==> config.mk <==
export PLATFORM = sky130hd
export DESIGN_NAME = branch_redirect_ctrl
export DESIGN_NICKNAME = d
export VERILOG_FILES = /design/src/rtl/branch_pkg.sv /design/src/rtl/branch_target_calc.sv /design/src/rtl/branch_redirect_ctrl.sv
export SDC_FILE = /design/constraint.sdc
export NUM_CORES = 1
export LEC_CHECK = 0
export CORE_MARGIN = 1
export CORE_UTILIZATION = 53
export DETAILED_ROUTE_END_ITERATION = 12
export PLACE_DENSITY = 0.86
export SYNTH_ARGS = -nofsm -noshare
export SYNTH_HDL_FRONTEND = slang
export SYNTH_SLANG_ARGS = --single-unit
export TNS_END_PERCENT = 50
==> constraint.sdc <==
create_clock -name clk -period 7.3 [get_ports clk]
set_input_delay 1.46 -clock clk [delete_from_list [all_inputs] [get_ports clk]]
set_output_delay 1.46 -clock clk [all_outputs]
set_load 0.03 [all_outputs]
==> src/rtl/branch_pkg.sv <==
// rtl/branch_pkg.sv - shared encodings and widths for the ID-stage branch redirect logic
package branch_pkg;

    localparam int PC_W  = 32;
    localparam int IDX_W = 26;
    localparam int OFF_W = 16;

    typedef enum logic [2:0] {
        BR_BEQ  = 3'b000,
        BR_BNE  = 3'b001,
        BR_BLEZ = 3'b010,
        BR_BGTZ = 3'b011,
        BR_BLTZ = 3'b100,
        BR_BGEZ = 3'b101,
        BR_J    = 3'b110,
        BR_RSVD = 3'b111
    } br_type_e;

    typedef enum logic [1:0] {
        S_IDLE  = 2'b00,
        S_WAIT  = 2'b01,
        S_REDIR = 2'b10
    } br_state_e;

endpackage

==> src/rtl/branch_target_calc.sv <==
// rtl/branch_target_calc.sv - combinational branch/jump target from PC and instruction index field
module branch_target_calc
    import branch_pkg::*;
(
    input  logic [PC_W-1:0]  pc_id,
    input  logic [IDX_W-1:0] instr_idx,
    input  logic             is_jump,
    output logic [PC_W-1:0]  target
);

    logic [PC_W-1:0]  pc_plus4;
    logic [OFF_W-1:0] off;
    logic [PC_W-1:0]  off_ext;

    always_comb begin
        pc_plus4 = pc_id + 32'd4;
        off      = instr_idx[OFF_W-1:0];
        off_ext  = {{14{off[OFF_W-1]}}, off, 2'b00};
        if (is_jump) begin
            target = {pc_plus4[31:28], instr_idx, 2'b00};
        end else begin
            target = pc_plus4 + off_ext;
        end
    end

endmodule

==> src/rtl/branch_redirect_ctrl.sv <==
// rtl/branch_redirect_ctrl.sv - qualifies the comparator decision, stalls on pending operands, issues PC redirect
module branch_redirect_ctrl
    import branch_pkg::*;
#(
    parameter int DELAY_SLOT = 1,
    parameter int CNT_W      = 16
) (
    input  logic             clk,
    input  logic             reset,
    input  logic             br_valid,
    input  logic [2:0]       br_type,
    input  logic             cmp_out,
    input  logic             opnd_ready,
    input  logic [PC_W-1:0]  pc_id,
    input  logic [IDX_W-1:0] instr_idx,
    output logic             stall,
    output logic             redirect,
    output logic [PC_W-1:0]  target_pc,
    output logic             flush_if,
    output logic             br_done,
    output logic             ds_err,
    output logic [CNT_W-1:0] br_cnt,
    output logic [CNT_W-1:0] taken_cnt
);

    br_state_e        state_q, state_d;
    logic             redirect_q, redirect_d;
    logic [PC_W-1:0]  target_q, target_d;
    logic             flush_q, flush_d;
    logic             done_q, done_d;
    logic             ds_err_q, ds_err_d;
    logic [CNT_W-1:0] br_cnt_q, br_cnt_d;
    logic [CNT_W-1:0] taken_cnt_q, taken_cnt_d;

    logic             stall_c;
    logic             resolve;
    logic             taken;
    logic             is_jump;
    logic [PC_W-1:0]  target_c;

    assign is_jump = (br_type == BR_J);
    // Reserved encoding (111) falls outside both terms, so it is never taken.
    assign taken   = is_jump | ((br_type <= BR_BGEZ) & cmp_out);

    branch_target_calc u_target (
        .pc_id     (pc_id),
        .instr_idx (instr_idx),
        .is_jump   (is_jump),
        .target    (target_c)
    );

    always_comb begin
        state_d     = state_q;
        redirect_d  = 1'b0;
        target_d    = target_q;
        flush_d     = 1'b0;
        done_d      = 1'b0;
        ds_err_d    = 1'b0;
        br_cnt_d    = br_cnt_q;
        taken_cnt_d = taken_cnt_q;
        stall_c     = 1'b0;
        resolve     = 1'b0;

        case (state_q)
            S_IDLE, S_WAIT: begin
                if (br_valid) begin
                    if (opnd_ready) begin
                        resolve = 1'b1;
                    end else begin
                        stall_c = 1'b1;
                        state_d = S_WAIT;
                    end
                end else begin
                    state_d = S_IDLE;
                end
            end
            S_REDIR: begin
                state_d  = S_IDLE;
                ds_err_d = (DELAY_SLOT != 0) && br_valid;
            end
            default: state_d = S_IDLE;
        endcase

        if (resolve) begin
            done_d   = 1'b1;
            br_cnt_d = br_cnt_q + 1'b1;
            state_d  = S_IDLE;
            if (taken) begin
                redirect_d  = 1'b1;
                target_d    = target_c;
                flush_d     = (DELAY_SLOT == 0);
                taken_cnt_d = taken_cnt_q + 1'b1;
                state_d     = S_REDIR;
            end
        end
    end

    always_ff @(posedge clk) begin
        if (!reset) begin
            state_q     <= S_IDLE;
            redirect_q  <= 1'b0;
            target_q    <= '0;
            flush_q     <= 1'b0;
            done_q      <= 1'b0;
            ds_err_q    <= 1'b0;
            br_cnt_q    <= '0;
            taken_cnt_q <= '0;
        end else begin
            state_q     <= state_d;
            redirect_q  <= redirect_d;
            target_q    <= target_d;
            flush_q     <= flush_d;
            done_q      <= done_d;
            ds_err_q    <= ds_err_d;
            br_cnt_q    <= br_cnt_d;
            taken_cnt_q <= taken_cnt_d;
        end
    end

    assign stall     = stall_c & reset;
    assign redirect  = redirect_q;
    assign target_pc = target_q;
    assign flush_if  = flush_q;
    assign br_done   = done_q;
    assign ds_err    = ds_err_q;
    assign br_cnt    = br_cnt_q;
    assign taken_cnt = taken_cnt_q;

endmodule

* Word-level counts from Yosys, hierarchy flattened
Index checks and enable logic that the tools add are counted.
W data, S select, Z words.
** Storage, ports and cells
- RAM bits :: 0
- Bits of input ports :: 66
- Output and inout bits :: 69
- Register bits :: 69
- Memories :: 0
- Latch bits :: 0
- Logic and storage cells :: 38
- Memory bits (read-only) :: 0
** Operators by class
- Multiply operators :: 0
- Equality and inequality tests :: 4
- Shift-type cells :: 0
- Bitwise gates (word level) :: 3
- Mux-type cells :: 14
- Order comparisons :: 1
- Add/sub/neg operators :: 4
- Reductions and logical operators :: 5
- Div/mod/pow operators :: 0
** Operator list (count)
- $add A16 B1 Y16 const B :: 2
- $add A32 B3 Y32 const B :: 1
- $add A32 B32 Y32 :: 1
- $mux W32 :: 1
- $mux W2 :: 5
- $mux W1 :: 8
- $reduce_and A2 Y1 :: 3
- $ne A4 B4 Y1 const B :: 1
- $eq A3 B3 Y1 const B :: 1
- $le A3 B3 Y1 const B :: 1
- $and A1 B1 Y1 :: 2
- $eq A2 B1 Y1 const B :: 1
- $eq A2 B2 Y1 const B :: 1
- $logic_not A2 Y1 :: 1
- $reduce_or A2 Y1 :: 1
- $or A1 B1 Y1 :: 1

* Depth between registers and ports, before layout
Gate-level depths: netlist of run 1.
- Word-level depth :: 5
- Mapped depth :: 15
- Mapped depth without buffers :: 14

* Hierarchy
Synthesis of run 1 repeated with hierarchy kept, for this count alone.
** Second synthesis, totals
- Cells, all modules :: 711
- Area, all modules :: 5401.4 um^2
** By module, submodules not included
- branch_redirect_ctrl :: cells each 321, times used 1, sequential area each 1381.3 um^2, area each 2778.9 um^2
- branch_target_calc :: cells each 390, times used 1, sequential area each 0.0 um^2, area each 2622.5 um^2

* Worst setup path before layout of run 1
OpenSTA, ideal clock, no wires.
- Kind :: input -> register
- Start :: input port pc_id[9]
- End :: register target_q[27], in the netlist target_pc[27]
- Data required time :: 7.167 ns
- Library setup time :: 0.133 ns
- Stages on the path :: 14
- Arrival :: 3.938 ns
- Buffers on the path :: 0
- Setup slack :: 3.230 ns
- Path through :: and4_1 -> and4_1 -> and2_1 -> nand2_1 -> xnor2_1 -> ha_1 -> a21o_1 -> a21o_1 -> a21oi_1 -> o21ai_0 -> a211o_1 -> a2bb2oi_2 -> mux2i_1 -> a31oi_1
** On the way
- Longest elaborated chain between the ends :: 3
** Ends and longest elaborated chain
- from (decl) :: RTL line branch_redirect_ctrl.sv:14 : input logic [PC_W-1:0] pc_id,
- $add A32 B3 Y32 :: RTL line branch_target_calc.sv:16 : pc_plus4 = pc_id + 32'd4;
- $add A32 B32 Y32 :: RTL line branch_target_calc.sv:22 : target = pc_plus4 + off_ext;
- $mux W32 :: RTL line branch_target_calc.sv:19 : if (is_jump) begin
- to (signal assigned) :: RTL line branch_redirect_ctrl.sv:111 : target_q <= target_d;
- to (decl) :: RTL line branch_redirect_ctrl.sv:28 : logic [PC_W-1:0] target_q, target_d;
Every way passes these cells.
A chain may end at the register's enable or synchronous reset.

* Worst setup path after layout of run 1
- Start :: input port reset
- End :: output port stall
** On the way
- Longest elaborated chain between the ends :: 1
** Ends and longest elaborated chain
- from (decl) :: RTL line branch_redirect_ctrl.sv:9 : input logic reset,
- $and A1 B1 Y1 :: RTL line branch_redirect_ctrl.sv:120 : assign stall = stall_c & reset;
- to (decl) :: RTL line branch_redirect_ctrl.sv:16 : output logic stall,
Every way passes these cells.

==> results of run 1 <==
[area by class of cell]
type / count / area [sq um]
well taps: 108 / 135
flip-flops and latches: 69 / 1380
fillers: 704 / 2320
clock buffers: 12 / 155
multi-input cells: 525 / 3440
inverters: 10 / 37.5
clock inverters: 4 / 55.1
repair buffers: 138 / 1370
[metrics by stage]
step	setup slack [ns]	utilization [%]	power (mW)	instances
floorplan	3.23	-	0.598	630
global placement	2.42	71.5	0.705	850
detailed placement	2.33	71.5	0.711	850
CTS	2.36	73.9	1.03	866
global route	2.24	73.9	1.08	866
finish	2.33	73.9	1.03	866
[placed cells by master (no fill, tap or decap), types with 4 or more instances in the layout]
master	count
nand3_1	27
dfxtp_1	69
or3_1	4
o21ai_0	36
o221ai_1	8
a21o_1	15
and4_1	6
a31oi_1	8
or2_2	5
xnor2_1	45
xor2_1	32
and3_1	16
inv_1	10
ha_1	37
nand2_1	66
buf_4	5
clkdlybuf4s50_1	133
clkbuf_8	11
a311oi_1	4
a211oi_1	8
nor3_1	13
o211ai_1	4
a21oi_1	62
o21bai_1	5
nor2_1	56
nand4_1	24
[report_power, final]
| part | switching, mW | internal, mW |
|---|---|---|
| logic | 0.176 | 0.137 |
| registers | 0.00741 | 0.388 |
| clock network | 0.144 | 0.178 |
| total | 0.327 | 0.703 |
[flip-flops by register name, indices dropped and copies added (netlist names)]
signal     flops
ds_err         1
taken_cnt     16
br_done        1
br_cnt        16
target_pc     32
redirect       1
state_q        2
[layer usage]
layer  vias to the layer above  wire length (um)  GRT usage (%)
li1                       2536                 -              -
met1                      2430              6270           38.3
met2                       230              6700           49.3
met3                        32               941           4.96
met4                         0               325           10.2
met5                         -                 0              0
[logic make-up (layout without fill, tap and decap cells)]
logic type / count (synthesis) / in the layout
simple gates: 238 / 238
compound gates: 168 / 168
xor+xnor: 77 / 77
flops: 69 / 69
fa+ha+maj: 38 / 38
buf+inv: 36 / 164
mux: 3 / 3
other cells: 1 / 1
[critical path: cells and delay by family]
| kind | cells | cell delay [ns] |
|---|---|---|
| and+or+nand+nor | 2 | 0.39 |
| buffers and inverters | 2 | 1.66 |
[worst paths after layout]
| path | endpoint | slack [ns] | cells after the start |
|---|---|---|---|
| worst max-delay path | stall | 2.33 | 4 |
| worst min-delay path | ds_err$_SDFF_PN0_ | 0.40 | 1 |
| worst max register to register | taken_cnt[15]$_SDFFE_PN0P_ | 5.09 | 8 |
| worst min register to register | ds_err$_SDFF_PN0_ | 0.40 | 1 |
==> results.cfg, run 1 <==
[synthesis]
syn_area_sq_um = 4950
yosys.cell_count.top_type = dfxtp_1
ys.warnings.count = 0
synth_compound_area_share_pct = 21.1
synth-xor-area-share_pct = 13.6
synth_edf_count = 0
synth_top_family_by_area = simple AND/OR/NAND/NOR gates
ys_ff_latch = 69
synth_seq_area_share_pct = 27.9
async_reset_ff_share_pct = 0
synth_largest_area_cell = dfxtp_1
yosys.area_share.adder_pct = 9.75
synthSimpleGateAreaFrac_pct = 24.0
yosysTopAreaCellShare_pct = 27.9
syn_area_per_cell_sq_um = 7.86
syn_nets = 734
synthFlopType = dfxtp_1
synth_common_cells = dfxtp_1, nand2_1, a21oi_1, nor2_1, xnor2_1
synthTopCellsByArea = dfxtp_1, ha_1, xnor2_1
synth.area.mux_share_pct = 0.707
postSynthCellCount = 630
synth.distinct_cells = 61

[power]
peakVddDrop_mv = 0.0843
power_density_nw_per_um2 = 157
cellLeakagePower_nw = 2.54

[route]
dr.pass1.iters = 5
viasPerCell = 6.04
vias = 5228
route.detailed.drc = 0
wl_per_cell_um = 16.4
wl_mm = 14.2
antenna_left = 0
drtIter0Drc = 316

[layout]
n_antenna_cell = 0
design_area_sq_um = 6570
syn_to_final_growth_pct = 32.6
num-nets-final = 857
drive_gt1_share_pct = 4.75

[floorplanning]
die_h_um = 98.7
rows = 34
start_util_pct = 55.7
core-area_sq_um = 8890
io_pins = 135
die_area_sq_um = 9740
chipWidth_um = 98.7

[setup_path]
crit_chain = clkdlybuf4s50_1 > nand2_1 > nor3_1 > clkdlybuf4s50_1
cp_slowest_cell = clkdlybuf4s50_1
crit_path_start_kind = input port
cp-startpoint = reset
cp.required_ns = 5.84
crit_arrival_ns = 3.51
crit_fanout = 22
crit_top_cell = clkdlybuf4s50_1
crit_type = input port to output pin
r2r-start = state_q[1]$_SDFFE_PN0P_
end_kind = output pin
max_stage_delay_ns = 0.95

[clock_network]
cts_sinks = 69
numCtsBuffers = 9
cts_tree = built
cts_buffer_depth = 2
post_cts_resized = 0
htreeDepth = 3
cts_hold_buf = 0
path_clk_slew_ns = 0.07
clockRootBuffer = clkbuf_8
cts_setup_buffers = 0
clk_latency_ns = 0.34

[global_route]
antenna_found_initial = 0
grt_pass1_wl_mm = 23.1
grtUsageTotal_pct = 29.4
grt_max_degree = 48
grt_pass1_vias = 4903
gr-total-overflow = 0

[timing]
finalHoldViolations = 0
grt_setup_unrepaired = false
setup_viol = 0
worst_pin_slew_ns = 0.978
finalClockSkew_ns = 0.00468
finalSetupTns_ns = 0
max_freq_ghz = 0.201
final_max_slew_viol_count = 0
hold_ws_ns = 0.403
period_share_pct = 68.1
relSlewSlack_pct = 34.6
min_period_ns = 4.97

[placement]
hpwl_mm = 11.1
placed_area_sq_um = 6360
gp_congestion = 0.951
io_buffers = 133

[run]
max_cap_violations = 0

[hold_path]
min_path_type = flip-flop to flip-flop
hp-start = state_q[0]$_SDFFE_PN0P_

[run_status]
status = finished clean
Note: power is estimated with default switching activity, not from simulation.
==> run 2, diff against run 1 <==
CORE_UTILIZATION = 49   (was 53)
PLACE_DENSITY = 0.8   (was 0.86)
clock period = 4.9 ns   (was 7.3 ns; I/O delays follow)
==> run 2 against run 1 <==
Non-clock buffer count is 3 higher. Total power is 50% higher. Critical endpoint is now target_pc[25]$_SDFFE_PN0P_. Clock skew up 0.0042 ns. Register-to-register slack lost 2.4 ns. Sequential share of layout area shrank 0.17 points. Critical path depth rose by 10. Largest power group unchanged. Cell area up 0.82%. Hold slack better by 0.0010 ns. Sequential power grew 49%. Die area grew 8.0%. Via count shrank 1.5%.
==> results.cfg, run 2 (synthesis results as in run 1) <==
[setup_path]
crit_chain = clkdlybuf4s50_1 > and4_1 > and2_1 > nand4_1 > nor2_1 > xor2_1 > ha_1 > a21oi_1 > nor4b_1 > a22oi_1 > a211o_1 > a21oi_1 > xor2_1 > a21oi_1
crit_type = input port to flip-flop
r2r_end = taken_cnt[12]$_SDFFE_PN0P_
r2r-start = state_q[1]$_SDFFE_PN0P_
crit_path_start_kind = input port
crit_top_cell = a21oi_1
cp.required_ns = 5.11
crit_arrival_ns = 4.41
reg2reg_setup_slack_ns = 2.72
end_kind = flip-flop
cp_slowest_cell = clkdlybuf4s50_1
crit_fanout = 5
max_stage_delay_ns = 0.54
cp-startpoint = pc_id[8]
ff2ff_path_depth = 9

[timing]
min_period_ns = 4.20
max_freq_ghz = 0.238
grt_setup_unrepaired = false
final_max_slew_viol_count = 0
finalHoldViolations = 0
setup_viol = 0
finalClockSkew_ns = 0.00886
worst_pin_slew_ns = 0.496
finalSetupTns_ns = 0
worst_slack_ns = 0.697
relSlewSlack_pct = 66.8
period_share_pct = 85.8

[power]
peakVddDrop_mv = 0.0972
combPwrFrac_pct = 30.3
cellLeakagePower_nw = 2.55
p_seq_share_pct = 38.2
clkPwrFrac_pct = 31.4
p_int_mw = 1.05
switching_share_pct = 32.1
p_sw_uw = 495
power_density_nw_per_um2 = 233

[layout]
n_fill_cell = 860
largest_reg_flops = 32
layout_commonest_cell = clkdlybuf4s50_1
num-nets-final = 860
n_antenna_cell = 0
drive_gt1_share_pct = 5.26
layout_common_cells = clkdlybuf4s50_1, dfxtp_1, nand2_1, a21oi_1, nor2_1
syn_to_final_growth_pct = 33.7
multiInputGateArea_sq_um = 3440
seqCellArea_sq_um = 1380

[route]
viasPerCell = 5.76
drtIter0Drc = 274
wl_mm = 14.5
vias = 5147
wl_per_cell_um = 16.2
antenna_left = 0
route.detailed.drc = 0
dr.pass1.iters = 4

[hold_path]
whs_endpoint = ds_err$_SDFF_PN0_
min_path_type = flip-flop to flip-flop
hp-start = state_q[0]$_SDFFE_PN0P_
min_path_cells = 1

[floorplanning]
die_h_um = 103
core-area_sq_um = 9770
rows = 36
die_area_sq_um = 10500
start_util_pct = 50.7
io_pins = 135
chipWidth_um = 103

[clock_network]
cts_buffer_depth = 2
htreeDepth = 3
cts_tree = built
clk_latency_ns = 0.34
numCtsBuffers = 9
cts_hold_buf = 0
cts_setup_buffers = 0
path_clk_slew_ns = 0.08
cts_sinks = 69
clockRootBuffer = clkbuf_8
post_cts_resized = 0

[placement]
io_buffers = 133
post-place-ws_ns = 0.377
gp_congestion = 0.955
hpwl_mm = 11.5

[global_route]
gr-total-overflow = 0
grt_pass1_vias = 4843
antenna_found_initial = 0
grt_pass1_wl_mm = 22.9
grtUsageTotal_pct = 27.8
grt_max_degree = 48

[run]
max_cap_violations = 0

[run_status]
status = finished clean
run 2: changes by cell type in the layout (fill, tap and decap cells not counted):
cell	delta
buf_4	+3
clkbuf_1	-1
clkinvlp_4	+1
clkinv_2	+1
inv_6	-1
run 2: layer usage:
layer	vias up	track usage, %	part of all wire, %
li1	2542	-	-
met1	2393	36.1	45
met2	188	46.7	47
met3	24	3.86	5.9
met4	0	10.3	1.9
met5	-	0	0
run 2: power groups by stage:
stage	combinational [mW]	sequential (mW)	clock (mW)
3_3_place_gp	0.457	0.602	0
4_1_cts	0.464	0.590	0.486
6_report	0.468	0.589	0.485
3_5_place_dp	0.460	0.602	0
5_1_grt	0.508	0.591	0.515
2_1_floorplan	0.257	0.633	0
run 2: area by class of cell:
| class | instances | share of cell area (%) |
|---|---|---|
| clock inverter | 5 | 0.888 |
| timing repair buffer | 141 | 21.0 |
| tap | 133 | 2.51 |
| inverter | 10 | 0.567 |
| multi-input combinational | 525 | 51.9 |
| clock buffer | 11 | 2.29 |
| sequential | 69 | 20.9 |
run 2: per-stage QoR:
| stage | util, % | instance area, sq um | hold slack (ns) | std cells | total power, mW |
|---|---|---|---|---|---|
| 2_1_floorplan | - | 4950 | 0.373 | 630 | 0.890 |
| 3_3_place_gp | 65.6 | 6410 | 0.381 | 878 | 1.06 |
| 3_5_place_dp | 65.6 | 6410 | 0.401 | 878 | 1.06 |
| 4_1_cts | 67.8 | 6620 | 0.412 | 894 | 1.54 |
| 5_1_grt | 67.8 | 6620 | 0.415 | 894 | 1.61 |
| 6_report | 67.8 | 6620 | 0.404 | 894 | 1.54 |
run 2: how the worst max path moves through the flow:
stage	cells after the start	to	slack (ns)
finish	14	target_pc[25]$_SDFFE_PN0P_	0.70
floorplan	14	target_pc[27]$_SDFFE_PN0P_	1.31
CTS	14	target_pc[25]$_SDFFE_PN0P_	0.73
detailed placement	14	target_pc[25]$_SDFFE_PN0P_	0.38
global route	14	target_pc[25]$_SDFFE_PN0P_	0.47
global placement	15	target_pc[27]$_SDFFE_PN0P_	0.39
run 2: critical path, delay by kind of cell:
family / cells / cell delay [ns]
AOI/OAI and AO/OA: 5 / 1.11
xor gates and xnor gates: 2 / 0.37
adders and majority gates: 1 / 0.31
buffers and inverters: 1 / 0.54
and+or+nand+nor: 5 / 1.10
==> run 3, diff against run 2 <==
HOLD_SLACK_MARGIN = 0.08   (was unset)
SKIP_LAST_GASP = 1   (was unset)
==> results of run 3 <==
Final layout, timing and power as in run 2 (identical DEF).
